File: src/rtl/hazard_scoreboard_pkg.sv
// Shared opcode/funct codes, producer latency classes and decode result type for the ID hazard unit.
package hazard_scoreboard_pkg;

  localparam logic [5:0] OP_RTYPE    = 6'h00;
  localparam logic [5:0] OP_BEQ      = 6'h04;
  localparam logic [5:0] OP_BNE      = 6'h05;
  localparam logic [5:0] OP_ADDI     = 6'h08;
  localparam logic [5:0] OP_ADDIU    = 6'h09;
  localparam logic [5:0] OP_SLTI     = 6'h0A;
  localparam logic [5:0] OP_SLTIU    = 6'h0B;
  localparam logic [5:0] OP_ANDI     = 6'h0C;
  localparam logic [5:0] OP_ORI      = 6'h0D;
  localparam logic [5:0] OP_XORI     = 6'h0E;
  localparam logic [5:0] OP_SPECIAL2 = 6'h1C;
  localparam logic [5:0] OP_LW       = 6'h23;
  localparam logic [5:0] OP_SW       = 6'h2B;

  localparam logic [5:0] FUNCT_JR    = 6'h08;
  localparam logic [5:0] FUNCT_ADDU  = 6'h21;
  localparam logic [5:0] FUNCT_SUBU  = 6'h23;
  localparam logic [5:0] FUNCT_MUL   = 6'h02;

  localparam int LAT_ALU  = 0;
  localparam int LAT_LOAD = 1;
  localparam int LAT_MUL  = 3;

  typedef struct packed {
    logic use_rs;
    logic use_rt;
    logic is_br;
  } src_use_t;

endpackage

File: src/rtl/hazard_scoreboard_if.sv
// ID-stage <-> hazard scoreboard bundle. HAZARD_PERF_EN adds the stall performance counters.
interface hazard_scoreboard_if #(
  parameter int REG_AW = 5,
  parameter int CNT_W  = 3
) ();
  // id_valid/stall behave as valid/ready: the ID instruction issues on a cycle
  // where id_valid is high while stall, pipe_hold and id_flush are all low.
  logic              id_valid;
  logic [5:0]        id_opcode;
  logic [5:0]        id_funct;
  logic [REG_AW-1:0] id_rs;
  logic [REG_AW-1:0] id_rt;
  logic              id_flush;
  logic              iss_we;
  logic [REG_AW-1:0] iss_dst;
  logic [CNT_W-1:0]  iss_lat;
  logic              pipe_hold;
  logic              stall;
  logic [CNT_W-1:0]  stall_cycles;
`ifdef HAZARD_PERF_EN
  logic [31:0]       perf_stall_cyc;
  logic [31:0]       perf_stall_evt;
`endif

  modport master (
    output id_valid, id_opcode, id_funct, id_rs, id_rt, id_flush,
    output iss_we, iss_dst, iss_lat, pipe_hold,
`ifdef HAZARD_PERF_EN
    input  perf_stall_cyc, perf_stall_evt,
`endif
    input  stall, stall_cycles
  );

  modport slave (
    input  id_valid, id_opcode, id_funct, id_rs, id_rt, id_flush,
    input  iss_we, iss_dst, iss_lat, pipe_hold,
`ifdef HAZARD_PERF_EN
    output perf_stall_cyc, perf_stall_evt,
`endif
    output stall, stall_cycles
  );
endinterface

File: src/rtl/hazard_scoreboard_src_decode.sv
// Combinational source-operand decode: which of rs/rt the ID instruction reads, and whether it resolves in ID.
module hazard_src_decode
  import hazard_scoreboard_pkg::*;
(
  input  logic [5:0] opcode,
  input  logic [5:0] funct,
  output src_use_t   uses
);

  always_comb begin
    uses = '0;
    case (opcode)
      OP_RTYPE: begin
        uses.use_rs = 1'b1;
        uses.use_rt = (funct != FUNCT_JR);
      end
      OP_LW: uses.use_rs = 1'b1;
      OP_SW: begin
        uses.use_rs = 1'b1;
        uses.use_rt = 1'b1;
      end
      OP_BEQ, OP_BNE: begin
        uses.use_rs = 1'b1;
        uses.use_rt = 1'b1;
        uses.is_br  = 1'b1;
      end
      OP_ADDI, OP_ADDIU, OP_SLTI, OP_SLTIU,
      OP_ANDI, OP_ORI, OP_XORI: uses.use_rs = 1'b1;
      default: ;
    endcase
  end

endmodule

File: src/rtl/hazard_scoreboard.sv
// Per-register latency scoreboard producing an exact ID-stage stall count.
// Optional HAZARD_PERF_EN adds stall cycle/event counters.
module hazard_scoreboard
  import hazard_scoreboard_pkg::*;
#(
  parameter int NUM_REGS = 32,
  parameter int REG_AW   = 5,
  parameter int MAX_LAT  = 3,
  parameter int BR_EXTRA = 1,
  parameter int CNT_W    = $clog2(MAX_LAT + BR_EXTRA + 1)
) (
  input  logic                clk,
  input  logic                reset,
  hazard_scoreboard_if.slave  hif
);

  localparam logic [CNT_W-1:0] BR_C  = CNT_W'(BR_EXTRA);
  localparam logic [CNT_W-1:0] MAX_C = CNT_W'(MAX_LAT);

  // cnt[r]: cycles until r is readable by an ID-resolved branch; EX consumers need BR_EXTRA fewer.
  logic [CNT_W-1:0]  cnt [NUM_REGS];
  src_use_t          uses;
  logic [REG_AW-1:0] rs, rt, dst;
  logic [CNT_W-1:0]  need_rs, need_rt, need_max, lat_c, load_val;
  logic              stall, id_fire, load_en;

  function automatic logic [CNT_W-1:0] need_of(input logic [CNT_W-1:0] c, input logic br);
    if (br)           return c;
    else if (c > BR_C) return c - BR_C;
    else              return '0;
  endfunction

  hazard_src_decode u_decode (
    .opcode (hif.id_opcode),
    .funct  (hif.id_funct),
    .uses   (uses)
  );

  assign rs  = hif.id_rs;
  assign rt  = hif.id_rt;
  assign dst = hif.iss_dst;

  always_comb begin
    need_rs  = '0;
    need_rt  = '0;
    if (uses.use_rs && rs != '0) need_rs = need_of(cnt[rs], uses.is_br);
    if (uses.use_rt && rt != '0) need_rt = need_of(cnt[rt], uses.is_br);
    need_max = (need_rs > need_rt) ? need_rs : need_rt;
  end

  // Reset gates the output combinationally so the stall drops in the cycle reset rises.
  assign hif.stall_cycles = (hif.id_valid && !reset) ? need_max : '0;
  assign stall            = (hif.stall_cycles != '0);
  assign hif.stall        = stall;

  assign id_fire  = hif.id_valid & ~stall & ~hif.pipe_hold & ~hif.id_flush;
  assign lat_c    = (hif.iss_lat > MAX_C) ? MAX_C : hif.iss_lat;
  assign load_val = lat_c + BR_C;
  assign load_en  = id_fire & hif.iss_we & (dst != '0) & (load_val != '0);

  always_ff @(posedge clk) begin
    if (reset) begin
      for (int r = 0; r < NUM_REGS; r++) cnt[r] <= '0;
    end else if (!hif.pipe_hold) begin
      for (int r = 1; r < NUM_REGS; r++)
        if (cnt[r] != '0) cnt[r] <= cnt[r] - 1'b1;
      // Written after the ageing loop so the new producer overrides its decrement.
      if (load_en) cnt[dst] <= load_val;
    end
  end

`ifdef HAZARD_PERF_EN
  logic        stall_prev;
  logic [31:0] perf_cyc, perf_evt;

  always_ff @(posedge clk) begin
    if (reset) begin
      stall_prev <= 1'b0;
      perf_cyc   <= '0;
      perf_evt   <= '0;
    end else begin
      stall_prev <= stall;
      if (stall && !hif.pipe_hold) perf_cyc <= perf_cyc + 32'd1;
      if (stall && !stall_prev)    perf_evt <= perf_evt + 32'd1;
    end
  end

  assign hif.perf_stall_cyc = perf_cyc;
  assign hif.perf_stall_evt = perf_evt;
`endif

endmodule

File: src/flat_wrapper.sv
// flat-port wrapper written by rule: the top's interface ports become plain ports
module hazard_scoreboard_flat import hazard_scoreboard_pkg::*;
#(
  parameter int NUM_REGS = 32,
  parameter int REG_AW   = 5,
  parameter int MAX_LAT  = 3,
  parameter int BR_EXTRA = 1,
  parameter int CNT_W    = $clog2(MAX_LAT + BR_EXTRA + 1)
)
  (clk, reset, hif_id_valid, hif_id_opcode, hif_id_funct, hif_id_rs, hif_id_rt, hif_id_flush, hif_iss_we, hif_iss_dst, hif_iss_lat, hif_pipe_hold, hif_stall, hif_stall_cycles);
  hazard_scoreboard_if #(.REG_AW(REG_AW), .CNT_W(CNT_W)) hif_i ();
  input  logic clk;
  input  logic reset;
  input wire logic [$bits(hif_i.id_valid)-1:0] hif_id_valid;
  input wire logic [$bits(hif_i.id_opcode)-1:0] hif_id_opcode;
  input wire logic [$bits(hif_i.id_funct)-1:0] hif_id_funct;
  input wire logic [$bits(hif_i.id_rs)-1:0] hif_id_rs;
  input wire logic [$bits(hif_i.id_rt)-1:0] hif_id_rt;
  input wire logic [$bits(hif_i.id_flush)-1:0] hif_id_flush;
  input wire logic [$bits(hif_i.iss_we)-1:0] hif_iss_we;
  input wire logic [$bits(hif_i.iss_dst)-1:0] hif_iss_dst;
  input wire logic [$bits(hif_i.iss_lat)-1:0] hif_iss_lat;
  input wire logic [$bits(hif_i.pipe_hold)-1:0] hif_pipe_hold;
  output wire logic [$bits(hif_i.stall)-1:0] hif_stall;
  output wire logic [$bits(hif_i.stall_cycles)-1:0] hif_stall_cycles;
  assign hif_i.id_valid = hif_id_valid;
  assign hif_i.id_opcode = hif_id_opcode;
  assign hif_i.id_funct = hif_id_funct;
  assign hif_i.id_rs = hif_id_rs;
  assign hif_i.id_rt = hif_id_rt;
  assign hif_i.id_flush = hif_id_flush;
  assign hif_i.iss_we = hif_iss_we;
  assign hif_i.iss_dst = hif_iss_dst;
  assign hif_i.iss_lat = hif_iss_lat;
  assign hif_i.pipe_hold = hif_pipe_hold;
  assign hif_stall = hif_i.stall;
  assign hif_stall_cycles = hif_i.stall_cycles;
  hazard_scoreboard #(.NUM_REGS(NUM_REGS), .REG_AW(REG_AW), .MAX_LAT(MAX_LAT), .BR_EXTRA(BR_EXTRA), .CNT_W(CNT_W)) u_core (.clk(clk), .reset(reset), .hif(hif_i));
endmodule
File: config.mk
export PLATFORM = sky130hd
export DESIGN_NAME = hazard_scoreboard_flat
export DESIGN_NICKNAME = d
export VERILOG_FILES = /design/src/rtl/hazard_scoreboard_pkg.sv /design/src/rtl/hazard_scoreboard_if.sv /design/src/rtl/hazard_scoreboard_src_decode.sv /design/src/rtl/hazard_scoreboard.sv /design/src/flat_wrapper.sv
export SDC_FILE = /design/constraint.sdc
export NUM_CORES = 1
export LEC_CHECK = 0
export CAP_MARGIN = 20
export CORE_ASPECT_RATIO = 2
export CORE_MARGIN = 5
export CORE_UTILIZATION = 45
export DETAILED_ROUTE_END_ITERATION = 7
export PLACE_DENSITY = 0.6
export SETUP_SLACK_MARGIN = 0.3
export SYNTH_ARGS = -nofsm -noshare
export SYNTH_HDL_FRONTEND = slang
export SYNTH_HIERARCHICAL = 1
export SYNTH_SLANG_ARGS = --single-unit
File: constraint.sdc
create_clock -name clk -period 10.9 [get_ports clk]
set_clock_uncertainty 0.15 [all_clocks]
set_input_delay 3.27 -clock clk [delete_from_list [all_inputs] [get_ports clk]]
set_output_delay 3.27 -clock clk [all_outputs]
set_load 0.01 [all_outputs]
Word level (Yosys, flattened, before mapping). Memory sizes are Yosys's and may differ from the RTL's. Index checks and enable logic that the tools add are counted.

Register bits after elaboration: 0. Bits in writable memories: 96. Bits of input ports: 36. Word-level logic and storage cells: 436. Memories kept: 1.

Memory list: u_core.cnt (words 32, bits a word 3, read ports 33, clocked after Yosys merged registers in 0, write ports 32, RTL line hazard_scoreboard.sv:21) `logic [CNT_W-1:0] cnt [NUM_REGS];`.

Add/subtract/negate cells: 34. Order comparisons: 4. Equality and inequality tests: 43. Mux-type cells: 176. Bitwise logic cells: 133. Reductions and logical operators: 45.

Operators by type and width (count): $eq A5 B5 Y1 const A (31); $mux W1 (133); $mux W3 (41); $reduce_bool A3 Y1 (33); $sub A3 B1 Y3 const B (33); $and A1 B1 Y1 (68); $eq A6 B4 Y1 const B (7); $not A1 Y1 (34); $or A1 B1 Y1 (31); $reduce_bool A5 Y1 (3); $eq A6 B3 Y1 const B (2); $eq A6 B6 Y1 const B (2); $reduce_or A12 Y1 (1); $gt A3 B1 Y1 const B (2); $logic_not A6 Y1 (1); $ne A6 B4 Y1 const B (1); $reduce_or A3 Y1 (2); $mux W5 (1); $add A3 B1 Y3 const B (1); $gt A3 B2 Y1 const B (1); $gt A3 B3 Y1 (1); $logic_and A1 B1 Y1 (3); $pmux W1 S2 (1); $reduce_or A2 Y1 (1); $logic_not A1 Y1 (1).

Logic depth before layout (Yosys ltp). Gate-level depths: netlist of run 1.

Word-level depth: 23. Gate-level depth with buffers: 23. Mapped depth without buffers: 19.

Modules after synthesis. Netlist of run 1, hierarchy kept.

Modules (own cells, without submodules): hazard_scoreboard (instances 1, cells each 941, area an instance 8928.6 um2, seq. area each 2882.8 um2); hazard_src_decode (instances 1, cells each 14, area an instance 96.3 um2, seq. area each 0.0 um2).

Worst setup path before layout of run 1. OpenSTA, ideal clock, no wires.

Path kind: input -> output. Start point: in hif_id_rs[0]. End point: out hif_stall. Arrival: 7.255 ns. Path slack: 0.225 ns. Stages on the path: 20. Path through: buf_2 buf_2 buf_1 mux4_2 a22o_1 nor4b_1 nor2_1 inv_1 ha_1 nand2_1 a22o_1 and2_1 ha_1 o21ai_0 a32oi_1 nand2_1 a2111oi_1 a311oi_2 buf_2 nand2_1.

Longest elaborated chain between the ends: 9. Elaborated cells between the ends (all ways): 12. Those cells by class: 1 x add/sub; 2 x order compare; 5 x mux; 3 x reduce/logical; 1 x memory.

Ends and longest elaborated chain: from (decl) (RTL line flat_wrapper.sv:17) `input wire logic [$bits(hif_i.id_rs)-1:0] hif_id_rs;`; $mem_v2 Z32 W3; $sub A3 B1 Y3 or $gt A3 B1 Y1 (tied branches) (RTL line hazard_scoreboard.sv:29) `else if (c > BR_C) return c - BR_C;`; $mux W3 (RTL line hazard_scoreboard.sv:29); $mux W3 (RTL line hazard_scoreboard.sv:28) `if (br) return c;`; $mux W3 (*) (RTL line hazard_scoreboard.sv:46) `if (uses.use_rs && rs != '0) need_rs = need_of(cnt[rs], uses.is_br);`; $gt A3 B3 Y1 (RTL line hazard_scoreboard.sv:48) `need_max = (need_rs > need_rt) ? need_rs : need_rt;`; $mux W3 (*) (RTL line hazard_scoreboard.sv:48); $mux W3 (*) (RTL line hazard_scoreboard.sv:52) `assign hif.stall_cycles = (hif.id_valid && !reset) ? need_max : '0;`; $reduce_bool A3 Y1 (*) (RTL line hazard_scoreboard.sv:53) `assign stall = (hif.stall_cycles != '0);`; to (decl) (RTL line flat_wrapper.sv:24) `output wire logic [$bits(hif_i.stall)-1:0] hif_stall;`.

Every way passes the cells marked *; elsewhere a longest branch is shown, timed or not.

Worst setup path in the final report of run 1. Ends and elaborated chain as after synthesis.

==> report_table.html, run 1 <==
<table>
<tr><th>Metric</th><th>Value</th></tr>
<tr><th colspan="2">Critical path</th></tr>
<tr><td>Peak fanout along the critical path</td><td>4</td></tr>
<tr><td>R2R setup slack</td><td>5.56 ns</td></tr>
<tr><td>Highest cell delay on the worst timing path</td><td>0.47 ns</td></tr>
<tr><td>Data arrival time of the worst path</td><td>7.10 ns</td></tr>
<tr><td>Slowest stage cell, crit path</td><td>sky130_fd_sc_hd__or3b_2</td></tr>
<tr><td>Most frequent cell on the critical path</td><td>sky130_fd_sc_hd__buf_4</td></tr>
<tr><td>CP top delay family</td><td>simple AND/OR/NAND/NOR gates</td></tr>
<tr><td>Startpoint of the worst-slack reg-to-reg timing path</td><td>u_core/cnt[7][0]</td></tr>
<tr><td>WP buf/inv</td><td>7</td></tr>
<tr><td>Capturing point of the worst reg2reg path</td><td>u_core/cnt[24][0]</td></tr>
<tr><td>Number of cells on the worst reg-to-reg path</td><td>23</td></tr>
<tr><td>Required time of the worst setup path</td><td>7.48 ns</td></tr>
<tr><td>Kind of launch point of the worst setup path</td><td>input port</td></tr>
<tr><td>Ordered list of cells on the worst path</td><td>buf_2 &gt; bufbuf_16 &gt; or3b_2 &gt; o221ai_2 &gt; and4b_1 &gt; nor2_2 &gt; inv_1 &gt; ha_2 &gt; inv_2 &gt; o21ai_4 &gt; a211oi_4 &gt; ha_1 &gt; nor2b_4 &gt; o21ai_2 &gt; buf_4 &gt; buf_4 &gt; a32o_1 &gt; a311oi_4 &gt; nand2_2 &gt; buf_6</td></tr>
<tr><td>Classification of the worst setup path</td><td>in2out</td></tr>
<tr><td>Kind of capture point of the worst setup path</td><td>output pin</td></tr>
<tr><th colspan="2">Routing</th></tr>
<tr><td>Number of DRC violations after detailed-routing iteration 0</td><td>354</td></tr>
<tr><td>First drt pass iteration count</td><td>5</td></tr>
<tr><td>Mean number of vias per cell</td><td>5.67</td></tr>
<tr><td>Detailed-route wire length per cell</td><td>20.9 um</td></tr>
<tr><td>Post-route DRC</td><td>0</td></tr>
<tr><td>Antenna Violating Nets Remaining</td><td>0</td></tr>
<tr><td>Detailed-route wire length</td><td>27500 um</td></tr>
<tr><td>Via count</td><td>7480</td></tr>
<tr><th colspan="2">Logic synthesis</th></tr>
<tr><td>Post-synth EDFFs</td><td>96</td></tr>
<tr><td>Sequential share of the synthesized area</td><td>31.9%</td></tr>
<tr><td>Most common cell in the synthesized netlist</td><td>sky130_fd_sc_hd__nor2_1</td></tr>
<tr><td>FFs w/ async S/R, synth</td><td>0%</td></tr>
<tr><td>Synthesized flop and latch total</td><td>96</td></tr>
<tr><td>Share of the synthesized area in the top cell type</td><td>31.9%</td></tr>
<tr><td>Cell type with the largest total area after synthesis</td><td>sky130_fd_sc_hd__edfxtp_1</td></tr>
<tr><td>Netlist cell types</td><td>59</td></tr>
<tr><td>Commonest register cell after synthesis</td><td>sky130_fd_sc_hd__edfxtp_1</td></tr>
<tr><td>Synth Instances</td><td>955</td></tr>
<tr><td>Synth warn</td><td>6</td></tr>
<tr><td>Top post-synthesis cells by area</td><td>sky130_fd_sc_hd__edfxtp_1, sky130_fd_sc_hd__mux2_2, sky130_fd_sc_hd__ha_1, sky130_fd_sc_hd__mux4_2, sky130_fd_sc_hd__mux2i_1</td></tr>
<tr><td>Cell area after synthesis</td><td>9020 um^2</td></tr>
<tr><td>Commonest cells in the netlist</td><td>sky130_fd_sc_hd__nor2_1, sky130_fd_sc_hd__inv_1, sky130_fd_sc_hd__edfxtp_1</td></tr>
<tr><td>Synthesized area per cell</td><td>9.45 um^2</td></tr>
<tr><th colspan="2">Finish</th></tr>
<tr><td>Largest registers in the final layout</td><td>u_core/cnt (96)</td></tr>
<tr><td>Area grow syn2layout</td><td>19.6%</td></tr>
<tr><td>Count of nets after finishing</td><td>1159</td></tr>
<tr><td>Largest register FFs</td><td>96</td></tr>
<tr><td>Share of layout cells above drive strength 1</td><td>26.6%</td></tr>
<tr><td>Fill cells</td><td>1901</td></tr>
<tr><td>Largest reg by FF count</td><td>u_core/cnt</td></tr>
<tr><td>Final Util</td><td>54.5%</td></tr>
<tr><td>Filler-free cell count of the finished design</td><td>1319</td></tr>
<tr><td>Number of inserted diodes</td><td>0</td></tr>
<tr><th colspan="2">Pwr</th></tr>
<tr><td>VDD IR-drop max</td><td>91.1 uV</td></tr>
<tr><td>Ratio of total power to cell area</td><td>124 nW/um^2</td></tr>
<tr><td>Leakage</td><td>4.63 nW</td></tr>
<tr><th colspan="2">STA</th></tr>
<tr><td>Final cycle utilization of the critical path</td><td>96.5%</td></tr>
<tr><td>Top achievable clock speed</td><td>95.1 MHz</td></tr>
<tr><td>Min Clock Period, post-route</td><td>10.52 ns</td></tr>
<tr><td>RSZ-0062 raised after global routing</td><td>true</td></tr>
<tr><td>Slew at the pin closest to its max-slew limit</td><td>1.08 ns</td></tr>
<tr><td>Final setup viols</td><td>0</td></tr>
<tr><td>Final-report max-slew violation count</td><td>0</td></tr>
<tr><td>Hold violation count in the final report</td><td>0</td></tr>
<tr><td>Max_slew headroom</td><td>27.2%</td></tr>
<tr><th colspan="2">Clock network</th></tr>
<tr><td>Hold buffers post-CTS</td><td>0</td></tr>
<tr><td>Clk Latency, worst-skew pair</td><td>0.37 ns</td></tr>
<tr><td>Level count of the clock H-tree</td><td>3</td></tr>
<tr><td>CTS tree</td><td>done</td></tr>
<tr><td>Maximum buffer depth of the clock tree</td><td>2</td></tr>
<tr><td>Root Driver</td><td>sky130_fd_sc_hd__clkbuf_16</td></tr>
<tr><td>Clock Sinks</td><td>96</td></tr>
<tr><td>CTS buffer count</td><td>9</td></tr>
<tr><td>Clock slew at reported path FFs</td><td>0.07 ns</td></tr>
<tr><th colspan="2">Worst hold path</th></tr>
<tr><td>Hold endpoint</td><td>u_core/cnt[8][0]</td></tr>
<tr><td>Worst hold path class</td><td>reg2reg</td></tr>
<tr><td>Startpoint of the most critical hold path</td><td>u_core/cnt[8][0]</td></tr>
<tr><td>Hold path depth</td><td>2</td></tr>
<tr><th colspan="2">Placed design</th></tr>
<tr><td>Last weighted congestion value of the routability-driven placer</td><td>0.909</td></tr>
<tr><td>Port Buffers</td><td>39</td></tr>
<tr><td>HPWL after detailed placement</td><td>20400 um</td></tr>
<tr><td>Cells after DPL</td><td>1286</td></tr>
<tr><th colspan="2">Run</th></tr>
<tr><td>Max-cap check violation count</td><td>0</td></tr>
<tr><th colspan="2">Floorplanning</th></tr>
<tr><td>Core ar.</td><td>19800 um^2</td></tr>
<tr><td>Die width</td><td>110 um</td></tr>
<tr><td>Starting density of the core</td><td>45.5%</td></tr>
<tr><td>Row cnt</td><td>73</td></tr>
<tr><td>Number of top-level design ports</td><td>40</td></tr>
<tr><td>Die height</td><td>210 um</td></tr>
<tr><td>Overall die area</td><td>23200 um^2</td></tr>
<tr><th colspan="2">GRT</th></tr>
<tr><td>Largest net degree at the start of global routing</td><td>79</td></tr>
<tr><td>Gr ovfl total</td><td>0</td></tr>
<tr><td>First-pass GRT wire length</td><td>42100 um</td></tr>
<tr><td>Overall global routing resource usage</td><td>24.5%</td></tr>
<tr><td>Via count of the first global-routing pass</td><td>7726</td></tr>
<tr><td>Antenna violations before repair</td><td>0</td></tr>
<tr><th colspan="2">Status</th></tr>
<tr><td>Outcome</td><td>finished, final reports clean</td></tr>
</table>
cells by family (layout without fill, tap and decap cells):
group,count (synthesis),after routing,synth area share [%]
buf+inv,177,276,7.67
other cells,1,4,0.0416
fa+ha+maj,70,70,9.70
compound gates,108,108,7.82
xor+xnor,31,31,3.01
simple gates,297,297,15.5
flops,96,96,31.9
mux,175,175,24.3
stage by stage:
step | hold slack (ns) | area (um^2) | setup slack [ns] | TNS [ns] | total power [mW]
after floorplan | 0.565 | 9050 | 0.310 | 0 | 0.839
after global placement | 0.602 | 10200 | -0.535 | -1.57 | 1.00
after detailed placement | 0.617 | 10200 | -0.610 | -1.83 | 1.01
after CTS | 0.632 | 10700 | 0.335 | 0 | 1.33
after global routing | 0.673 | 10800 | 0.207 | 0 | 1.41
final | 0.634 | 10800 | 0.380 | 0 | 1.34
routing by layer:
layer  vias to the layer above  track usage (%)  wire length (um)
li1                       3558                -                 -
met1                      3634             25.9              9940
met2                       212             44.9             14900
met3                        76             3.31              1090
met4                         0             14.2              1620
met5                         -                0                 0
how the worst max path moves through the flow:
stage / start / to / cells past startpoint
2_1_floorplan: hif_id_rs[1] / hif_stall / 21
3_3_place_gp: hif_id_rs[1] / hif_stall / 22
3_5_place_dp: hif_id_rs[1] / hif_stall / 22
4_1_cts: hif_id_rt[0] / hif_stall / 19
5_1_grt: hif_id_rs[2] / hif_stall / 24
6_report: hif_id_rs[0] / hif_stall / 20
repair_timing:
item                       CTS  global route
pin swaps                   13            10
setup endpoints to repair    4             4
resized for setup           53            21
buffers inserted            13             3
cloned                       2             0
placed cells by master (no fill, tap or decap), types with 9 or more instances in the layout:
| cell | n |
|---|---|
| sky130_fd_sc_hd__nand3b_1 | 11 |
| sky130_fd_sc_hd__nor3_1 | 27 |
| sky130_fd_sc_hd__nand3_1 | 28 |
| sky130_fd_sc_hd__mux2_2 | 90 |
| sky130_fd_sc_hd__ha_1 | 67 |
| sky130_fd_sc_hd__edfxtp_1 | 96 |
| sky130_fd_sc_hd__a21oi_1 | 38 |
| sky130_fd_sc_hd__o21ai_0 | 17 |
| sky130_fd_sc_hd__nor2_1 | 128 |
| sky130_fd_sc_hd__xnor2_1 | 31 |
| sky130_fd_sc_hd__clkdlybuf4s50_1 | 27 |
| sky130_fd_sc_hd__nand2_1 | 43 |
| sky130_fd_sc_hd__mux2i_1 | 52 |
| sky130_fd_sc_hd__buf_4 | 92 |
| sky130_fd_sc_hd__inv_1 | 120 |
| sky130_fd_sc_hd__a22oi_1 | 19 |
| sky130_fd_sc_hd__clkbuf_16 | 9 |
| sky130_fd_sc_hd__mux4_2 | 26 |
power breakdown:
| group | switching [mW] | internal, mW |
|---|---|---|
| clock network | 0.145 | 0.152 |
| registers | 0.0763 | 0.482 |
| logic | 0.237 | 0.246 |
| total | 0.459 | 0.879 |
worst min-delay path: stages (launching register included):
cell	delay (ns)
sky130_fd_sc_hd__edfxtp_1	0.43
sky130_fd_sc_hd__nor2_1	0.12
sky130_fd_sc_hd__mux2_2	0.14
final cells by class:
cell class              instances  area, um^2  share of cell area [%]
multi-input cells             685        5650                    52.4
repair buffers                140        1210                    11.3
well taps                     262         328                    3.04
flip-flops and latches         96        2880                    26.7
clock inverters                 6        37.5                   0.348
clock buffers                   9         225                    2.09
inverters                     121         454                    4.21
Power figures use the tool's default switching activity.
==> run 2, diff against run 1 <==
- REMOVE_ABC_BUFFERS: unset -> 1
- TNS_END_PERCENT: unset -> 20
- clock period: 10.9 -> 11.3 ns (I/O delays scaled with it)
==> run 2 against run 1 <==
Compared with the run above: total power down 0.71%; utilization rose by 0.10 points; clock-buffer cell count increased by 3; worst hold slack improved by 0.027 ns; setup slack improved by 0.022 ns; flip-flop and latch count unchanged; combinational power is 5.6% lower; first-iteration DRC count rose by 31%; critical endpoint unchanged; largest power group unchanged.
==> report_table.html, run 2 (synthesis results as in run 1) <==
<table>
<tr><th>Metric</th><th>Value</th></tr>
<tr><th colspan="2">Finish</th></tr>
<tr><td>Commonest non-fill, non-tap cell in the layout</td><td>sky130_fd_sc_hd__nor2_1</td></tr>
<tr><td>Design Area, Final</td><td>10800 um^2 (+0.19%)</td></tr>
<tr><td>Filler-free cell count of the finished design</td><td>1309 (-0.76%)</td></tr>
<tr><td>Area grow syn2layout</td><td>19.9%</td></tr>
<tr><td>Largest reg by FF count</td><td>u_core/cnt</td></tr>
<tr><td>Number of inserted diodes</td><td>0 (unchanged)</td></tr>
<tr><td>Largest registers in the final layout</td><td>u_core/cnt (96)</td></tr>
<tr><td>Count of nets after finishing</td><td>1149 (-0.86%)</td></tr>
<tr><td>Largest register FFs</td><td>96 (unchanged)</td></tr>
<tr><td>Most frequent cells in the layout</td><td>sky130_fd_sc_hd__nor2_1, sky130_fd_sc_hd__inv_1, sky130_fd_sc_hd__edfxtp_1</td></tr>
<tr><td>Share of layout cells above drive strength 1</td><td>25.6% (-0.99 points)</td></tr>
<tr><th colspan="2">STA</th></tr>
<tr><td>Final setup viols</td><td>0 (unchanged)</td></tr>
<tr><td>Min setup slack post-route</td><td>0.402 ns (+0.0222 ns)</td></tr>
<tr><td>Slew at the pin closest to its max-slew limit</td><td>1.06 ns (-0.0199 ns)</td></tr>
<tr><td>Max_slew headroom</td><td>28.6% (+1.3 points)</td></tr>
<tr><td>Final cycle utilization of the critical path</td><td>96.4%</td></tr>
<tr><td>Hold violation count in the final report</td><td>0 (unchanged)</td></tr>
<tr><td>Final-report max-slew violation count</td><td>0 (unchanged)</td></tr>
<tr><td>RSZ-0062 raised after global routing</td><td>false</td></tr>
<tr><td>Top achievable clock speed</td><td>91.8 MHz</td></tr>
<tr><td>Min Clock Period, post-route</td><td>10.90 ns</td></tr>
<tr><th colspan="2">Placed design</th></tr>
<tr><td>Post-detailed-placement cell area</td><td>10100 um^2 (-0.99%)</td></tr>
<tr><td>HPWL after detailed placement</td><td>20400 um (+0.33%)</td></tr>
<tr><td>Last weighted congestion value of the routability-driven placer</td><td>1.05 (+15%)</td></tr>
<tr><td>Port Buffers</td><td>39 (unchanged)</td></tr>
<tr><td>Cells after DPL</td><td>1273 (-1.0%)</td></tr>
<tr><td>Setup Slack @ Placement</td><td>-0.425 ns (+0.185 ns)</td></tr>
<tr><th colspan="2">Routing</th></tr>
<tr><td>Detailed-route wire length</td><td>27800 um (+0.91%)</td></tr>
<tr><td>Number of DRC violations after detailed-routing iteration 0</td><td>462 (+31%)</td></tr>
<tr><td>First drt pass iteration count</td><td>5 (unchanged)</td></tr>
<tr><td>Antenna Violating Nets Remaining</td><td>0 (unchanged)</td></tr>
<tr><td>Post-route DRC</td><td>0 (unchanged)</td></tr>
<tr><td>Via count</td><td>7422 (-0.78%)</td></tr>
<tr><td>Mean number of vias per cell</td><td>5.67 (about the same)</td></tr>
<tr><td>Detailed-route wire length per cell</td><td>21.2 um (+1.7%)</td></tr>
<tr><th colspan="2">GRT</th></tr>
<tr><td>Via count of the first global-routing pass</td><td>7559 (-2.2%)</td></tr>
<tr><td>Antenna violations before repair</td><td>0 (unchanged)</td></tr>
<tr><td>Overall global routing resource usage</td><td>24.4% (-0.063 points)</td></tr>
<tr><td>Largest net degree at the start of global routing</td><td>62 (-22%)</td></tr>
<tr><td>First-pass GRT wire length</td><td>41900 um (-0.33%)</td></tr>
<tr><td>Gr ovfl total</td><td>0 (unchanged)</td></tr>
<tr><th colspan="2">Clock network</th></tr>
<tr><td>Maximum buffer depth of the clock tree</td><td>2 (unchanged)</td></tr>
<tr><td>Hold buffers post-CTS</td><td>0 (unchanged)</td></tr>
<tr><td>Clock slew at reported path FFs</td><td>0.07 ns (about the same)</td></tr>
<tr><td>Clock Sinks</td><td>96 (unchanged)</td></tr>
<tr><td>CTS tree</td><td>done</td></tr>
<tr><td>Clk Latency, worst-skew pair</td><td>0.37 ns (about the same)</td></tr>
<tr><td>CTS buffer count</td><td>9 (unchanged)</td></tr>
<tr><td>Level count of the clock H-tree</td><td>3 (unchanged)</td></tr>
<tr><td>Root Driver</td><td>sky130_fd_sc_hd__clkbuf_16</td></tr>
<tr><th colspan="2">Critical path</th></tr>
<tr><td>Kind of launch point of the worst setup path</td><td>input port</td></tr>
<tr><td>Kind of capture point of the worst setup path</td><td>output pin</td></tr>
<tr><td>Classification of the worst setup path</td><td>in2out</td></tr>
<tr><td>Required time of the worst setup path</td><td>7.76 ns (+0.28 ns)</td></tr>
<tr><td>Startpoint of the worst-slack reg-to-reg timing path</td><td>u_core/cnt[5][0]</td></tr>
<tr><td>Peak fanout along the critical path</td><td>5 (+1)</td></tr>
<tr><td>Critical path origin</td><td>hif_id_rs[2]</td></tr>
<tr><td>Data arrival time of the worst path</td><td>7.36 ns (+0.26 ns)</td></tr>
<tr><th colspan="2">Run</th></tr>
<tr><td>Max-cap check violation count</td><td>0 (unchanged)</td></tr>
<tr><th colspan="2">Floorplanning</th></tr>
<tr><td>Row cnt</td><td>73 (unchanged)</td></tr>
<tr><td>Die height</td><td>210 um (unchanged)</td></tr>
<tr><td>Overall die area</td><td>23200 um^2 (unchanged)</td></tr>
<tr><td>Starting density of the core</td><td>45.5% (unchanged)</td></tr>
<tr><td>Die width</td><td>110 um (unchanged)</td></tr>
<tr><td>Core ar.</td><td>19800 um^2 (unchanged)</td></tr>
<tr><td>Number of top-level design ports</td><td>40 (unchanged)</td></tr>
<tr><th colspan="2">Pwr</th></tr>
<tr><td>Leakage</td><td>4.63 nW (-0.12%)</td></tr>
<tr><td>VDD IR-drop max</td><td>78.5 uV (-14%)</td></tr>
<tr><td>Final Total Pwr</td><td>1.33 mW (-0.71%)</td></tr>
<tr><td>Ratio of total power to cell area</td><td>123 nW/um^2 (-0.89%)</td></tr>
<tr><th colspan="2">Status</th></tr>
<tr><td>Outcome</td><td>finished, final reports clean</td></tr>
<tr><th colspan="2">Worst hold path</th></tr>
<tr><td>Worst hold path class</td><td>reg2reg</td></tr>
<tr><td>Startpoint of the most critical hold path</td><td>u_core/cnt[8][0]</td></tr>
</table>
run 2: changes by cell type in the layout (fill, tap and decap cells not counted), sizes merged:
| cell | delta |
|---|---|
| dlygate4sd2 | +3 |
| clkinv | -4 |
| bufbuf | +1 |
| clkdlybuf4s15 | +1 |
| clkdlybuf4s50 | +2 |
| bufinv | +2 |
| buf | -14 |
| clkinvlp | -1 |
run 2: report_power, final:
group / internal, mW / switching [mW]
Clock: 0.193 / 0.137
Combinational: 0.233 / 0.222
Sequential: 0.465 / 0.0777
Total: 0.891 / 0.437
run 2: worst max-delay path, stage by stage:
cell and delay (ns):
sky130_fd_sc_hd__dlygate4sd2_1 0.24, sky130_fd_sc_hd__buf_12 0.14, sky130_fd_sc_hd__mux4_2 0.50, sky130_fd_sc_hd__a22o_1 0.22
sky130_fd_sc_hd__nor4b_4 0.30, sky130_fd_sc_hd__nor2_2 0.08, sky130_fd_sc_hd__buf_4 0.15, sky130_fd_sc_hd__ha_2 0.19
sky130_fd_sc_hd__nor3b_2 0.17, sky130_fd_sc_hd__a211oi_2 0.30, sky130_fd_sc_hd__ha_4 0.25, sky130_fd_sc_hd__nor2b_2 0.15
sky130_fd_sc_hd__o21ai_2 0.14, sky130_fd_sc_hd__a32oi_2 0.08, sky130_fd_sc_hd__buf_4 0.15, sky130_fd_sc_hd__and2_1 0.15
sky130_fd_sc_hd__nand2_1 0.09, sky130_fd_sc_hd__a31oi_2 0.06, sky130_fd_sc_hd__a311oi_4 0.30, sky130_fd_sc_hd__nand2_2 0.15
sky130_fd_sc_hd__buf_6 0.15
run 2: final timing paths:
check	endpoint	slack (ns)	depth (start not counted)
setup / recovery	hif_stall	0.40	21
hold / removal	u_core/cnt[8][0]	0.66	2
setup reg to reg	u_core/cnt[4][2]	5.86	21
hold reg to reg	u_core/cnt[8][0]	0.66	2
run 2: area by class of cell:
cell class | count | area [um^2]
fill | 1836 | 9000
clock buffer | 12 | 236
sequential | 96 | 2880
multi-input combinational | 685 | 5650
tap | 262 | 328
inverter | 121 | 454
clock inverter | 3 | 67.6
timing repair buffer | 130 | 1200
run 2: routing by layer:
| layer | up-vias | share of wire, % | global-route usage (%) |
|---|---|---|---|
| met3 | 86 | 4.2 | 3.40 |
| met4 | 0 | 6.6 | 14.8 |
| met2 | 224 | 54 | 45.5 |
| li1 | 3544 | - | - |
| met1 | 3568 | 35 | 24.8 |
| met5 | - | 0 | 0 |
run 2: timing repair:
item,CTS,global route
pin swaps,12,15
buffers inserted,14,4
gates cloned,3,0
resized for setup,40,21
endpoints found under the setup margin,4,4
run 2: per-stage QoR:
stage / TNS (ns) / hold WS, ns / utilization (%)
finish: 0 / 0.661 / 54.6
CTS: 0 / 0.637 / 54.0
global placement: -0.984 / 0.613 / 51.0
global route: 0 / 0.687 / 54.6
detailed placement: -1.05 / 0.620 / 51.0
floorplan: 0 / 0.565 / -
==> run 3, diff against run 2 <==
- CORE_ASPECT_RATIO: 2 -> 0.6
- SLEW_MARGIN: unset -> 20
==> run 3 against run 2 <==
Compared with the run above: register-to-register slack better by 0.10 ns; sequential power hardly changed; final area is 1.7% lower; utilization is 1.1 points lower; maximum frequency is 0.69% lower; critical path depth is 1 lower; non-clock buffer count is 9 lower; sequential share of layout area is 0.46 points higher; final cell count hardly changed; clock-buffer cell count is 2 lower; worst hold slack worse by 0.019 ns; largest power group unchanged.
==> report_table.html, run 3 (synthesis results as in run 1) <==
<table>
<tr><th>Metric</th><th>Value</th></tr>
<tr><th colspan="2">Clock network</th></tr>
<tr><td>Maximum buffer depth of the clock tree</td><td>2 (unchanged)</td></tr>
<tr><td>CTS buffer count</td><td>9 (unchanged)</td></tr>
<tr><td>Clock Sinks</td><td>96 (unchanged)</td></tr>
<tr><td>Clk Latency, worst-skew pair</td><td>0.37 ns (about the same)</td></tr>
<tr><td>Level count of the clock H-tree</td><td>3 (unchanged)</td></tr>
<tr><td>Hold buffers post-CTS</td><td>0 (unchanged)</td></tr>
<tr><td>Clock slew at reported path FFs</td><td>0.06 ns (about the same)</td></tr>
<tr><td>Root Driver</td><td>sky130_fd_sc_hd__clkbuf_16</td></tr>
<tr><td>CTS tree</td><td>done</td></tr>
<tr><th colspan="2">Critical path</th></tr>
<tr><td>Kind of launch point of the worst setup path</td><td>input port</td></tr>
<tr><td>Kind of capture point of the worst setup path</td><td>output pin</td></tr>
<tr><td>Classification of the worst setup path</td><td>in2out</td></tr>
<tr><td>Data arrival time of the worst path</td><td>7.43 ns (+0.07 ns)</td></tr>
<tr><td>Peak fanout along the critical path</td><td>6 (+1)</td></tr>
<tr><td>Ordered list of cells on the worst path</td><td>dlygate4sd2_1 &gt; buf_12 &gt; buf_4 &gt; mux4_2 &gt; mux2_2 &gt; a2111o_1 &gt; and2_1 &gt; o21ai_1 &gt; a211oi_2 &gt; ha_1 &gt; nor2b_2 &gt; o21ai_2 &gt; a32oi_2 &gt; buf_4 &gt; and2_1 &gt; nand2_2 &gt; a31oi_4 &gt; a311oi_4 &gt; nand2_2 &gt; buf_6</td></tr>
<tr><td>Highest cell delay on the worst timing path</td><td>0.50 ns (about the same)</td></tr>
<tr><td>Slowest stage cell, crit path</td><td>sky130_fd_sc_hd__mux4_2</td></tr>
<tr><td>R2R setup slack</td><td>5.96 ns (+0.10 ns)</td></tr>
<tr><td>Required time of the worst setup path</td><td>7.76 ns (about the same)</td></tr>
<tr><th colspan="2">Routing</th></tr>
<tr><td>Via count</td><td>7417 (-0.067%)</td></tr>
<tr><td>Antenna Violating Nets Remaining</td><td>0 (unchanged)</td></tr>
<tr><td>Post-route DRC</td><td>0 (unchanged)</td></tr>
<tr><td>Detailed-route wire length per cell</td><td>21.0 um (-1.1%)</td></tr>
<tr><td>First drt pass iteration count</td><td>5 (unchanged)</td></tr>
<tr><td>Detailed-route wire length</td><td>27500 um (-1.1%)</td></tr>
<tr><td>Mean number of vias per cell</td><td>5.66 (-0.14%)</td></tr>
<tr><td>Number of DRC violations after detailed-routing iteration 0</td><td>907 (+96%)</td></tr>
<tr><th colspan="2">Finish</th></tr>
<tr><td>Filler-free cell count of the finished design</td><td>1310 (+0.076%)</td></tr>
<tr><td>Commonest non-fill, non-tap cell in the layout</td><td>sky130_fd_sc_hd__nor2_1</td></tr>
<tr><td>Design Area, Final</td><td>10600 um^2 (-1.7%)</td></tr>
<tr><td>Most frequent cells in the layout</td><td>sky130_fd_sc_hd__nor2_1, sky130_fd_sc_hd__inv_1, sky130_fd_sc_hd__edfxtp_1</td></tr>
<tr><td>Count of nets after finishing</td><td>1140 (-0.78%)</td></tr>
<tr><td>Largest reg by FF count</td><td>u_core/cnt</td></tr>
<tr><td>Largest register FFs</td><td>96 (unchanged)</td></tr>
<tr><td>Share of layout cells above drive strength 1</td><td>23.7% (-1.9 points)</td></tr>
<tr><td>Largest registers in the final layout</td><td>u_core/cnt (96)</td></tr>
<tr><td>Area grow syn2layout</td><td>17.8%</td></tr>
<tr><td>Number of inserted diodes</td><td>0 (unchanged)</td></tr>
<tr><th colspan="2">Placed design</th></tr>
<tr><td>HPWL after detailed placement</td><td>20000 um (-2.0%)</td></tr>
<tr><td>Last weighted congestion value of the routability-driven placer</td><td>0.937 (-11%)</td></tr>
<tr><td>Post-detailed-placement cell area</td><td>10100 um^2 (about the same)</td></tr>
<tr><td>Cells after DPL</td><td>1285 (+0.94%)</td></tr>
<tr><td>Port Buffers</td><td>39 (unchanged)</td></tr>
<tr><th colspan="2">Floorplanning</th></tr>
<tr><td>Number of top-level design ports</td><td>40 (unchanged)</td></tr>
<tr><td>Core ar.</td><td>19900 um^2 (+0.25%)</td></tr>
<tr><td>Row cnt</td><td>40 (-45%)</td></tr>
<tr><td>Die height</td><td>120 um (-43%)</td></tr>
<tr><td>Starting density of the core</td><td>45.4% (-0.11 points)</td></tr>
<tr><td>Die width</td><td>193 um (+75%)</td></tr>
<tr><td>Overall die area</td><td>23100 um^2 (-0.34%)</td></tr>
<tr><th colspan="2">STA</th></tr>
<tr><td>RSZ-0062 raised after global routing</td><td>true</td></tr>
<tr><td>Final cycle utilization of the critical path</td><td>97.1% (+0.67 points)</td></tr>
<tr><td>Min Clock Period, post-route</td><td>10.97 ns (+0.0755 ns)</td></tr>
<tr><td>Slew at the pin closest to its max-slew limit</td><td>1.27 ns (+0.207 ns)</td></tr>
<tr><td>Hold violation count in the final report</td><td>0 (unchanged)</td></tr>
<tr><td>Final setup viols</td><td>0 (unchanged)</td></tr>
<tr><td>Top achievable clock speed</td><td>91.1 MHz (-0.69%)</td></tr>
<tr><td>Final-report max-slew violation count</td><td>0 (unchanged)</td></tr>
<tr><td>Max_slew headroom</td><td>14.6% (-14 points)</td></tr>
<tr><th colspan="2">Pwr</th></tr>
<tr><td>Leakage</td><td>4.55 nW (-1.7%)</td></tr>
<tr><td>VDD IR-drop max</td><td>82.5 uV (+5.0%)</td></tr>
<tr><td>Ratio of total power to cell area</td><td>124 nW/um^2 (+0.62%)</td></tr>
<tr><th colspan="2">GRT</th></tr>
<tr><td>Largest net degree at the start of global routing</td><td>61 (-1.6%)</td></tr>
<tr><td>Overall global routing resource usage</td><td>23.8% (-0.59 points)</td></tr>
<tr><td>Antenna violations before repair</td><td>0 (unchanged)</td></tr>
<tr><td>Gr ovfl total</td><td>0 (unchanged)</td></tr>
<tr><td>Via count of the first global-routing pass</td><td>7089 (-6.2%)</td></tr>
<tr><td>First-pass GRT wire length</td><td>41600 um (-0.89%)</td></tr>
<tr><th colspan="2">Worst hold path</th></tr>
<tr><td>Worst hold path class</td><td>reg2reg</td></tr>
<tr><th colspan="2">Status</th></tr>
<tr><td>Outcome</td><td>finished, final reports clean</td></tr>
<tr><th colspan="2">Run</th></tr>
<tr><td>Max-cap check violation count</td><td>0 (unchanged)</td></tr>
</table>
run 3: changes by cell type in the layout (fill, tap and decap cells not counted), sizes merged:
cell / previous run / this run
bufbuf: 3 / 1
dlymetal6s2s: 0 / 1
dlygate4sd2: 4 / 2
clkinv: 0 / 1
buf: 92 / 83
clkbuf: 12 / 13
run 3: worst paths after layout:
| kind | start | end | depth (start not counted) |
|---|---|---|---|
| setup / recovery | hif_id_rs[1] | hif_stall | 20 |
| hold / removal | u_core/cnt[15][0] | u_core/cnt[15][0] | 2 |
| setup reg to reg | u_core/cnt[29][1] | u_core/cnt[4][1] | 19 |
| hold reg to reg | u_core/cnt[15][0] | u_core/cnt[15][0] | 2 |
run 3: power breakdown:
part / total (mW) / internal (mW) / switching, mW
logic: 0.445 / 0.220 / 0.225
clock network: 0.330 / 0.191 / 0.139
registers: 0.539 / 0.465 / 0.0742
total: 1.31 / 0.876 / 0.438
run 3: routing by layer:
metal,GRT usage (%),part of all wire (%),vias up
li1,-,-,3521
met1,35.5,48,3598
met2,33.5,41,259
met3,7.56,8.8,39
met4,5.70,1.9,0
met5,0,0,-
run 3: critical path: cells and delay by family:
family                   cells  cell delay [ns]
AND/OR/NAND/NOR              5             0.79
buffers and inverters        5             0.81
multiplexers                 2             0.82
adder cells (fa/ha/maj)      1             0.29
AO/OA/AOI/OAI                7             1.32
run 3: timing repair:
action	in CTS	in global routing
pin swaps	12	7
setup endpoints to repair	4	4
gates resized for setup	29	15
gates cloned	1	1
buffers inserted	6	3
run 3: per-stage QoR:
stage          power, mW  setup TNS [ns]  utilization (%)  hold slack [ns]  setup WS, ns
4_1_cts             1.31               0             53.0            0.636         0.306
3_5_place_dp       0.964           -1.19             50.9            0.620        -0.494
2_1_floorplan      0.790               0                -            0.565         0.197
3_3_place_gp       0.956           -1.05             50.9            0.606        -0.448
6_report            1.31               0             53.5            0.642         0.326
5_1_grt             1.39               0             53.5            0.670         0.128
run 3: layout make-up:
type	instances	area, um^2
clock buffer	10	229
clock inverter	4	71.3
fill	1821	9240
inverter	121	454
multi-input combinational	685	5580
sequential	96	2880
tap	273	342
timing repair buffer	121	1070
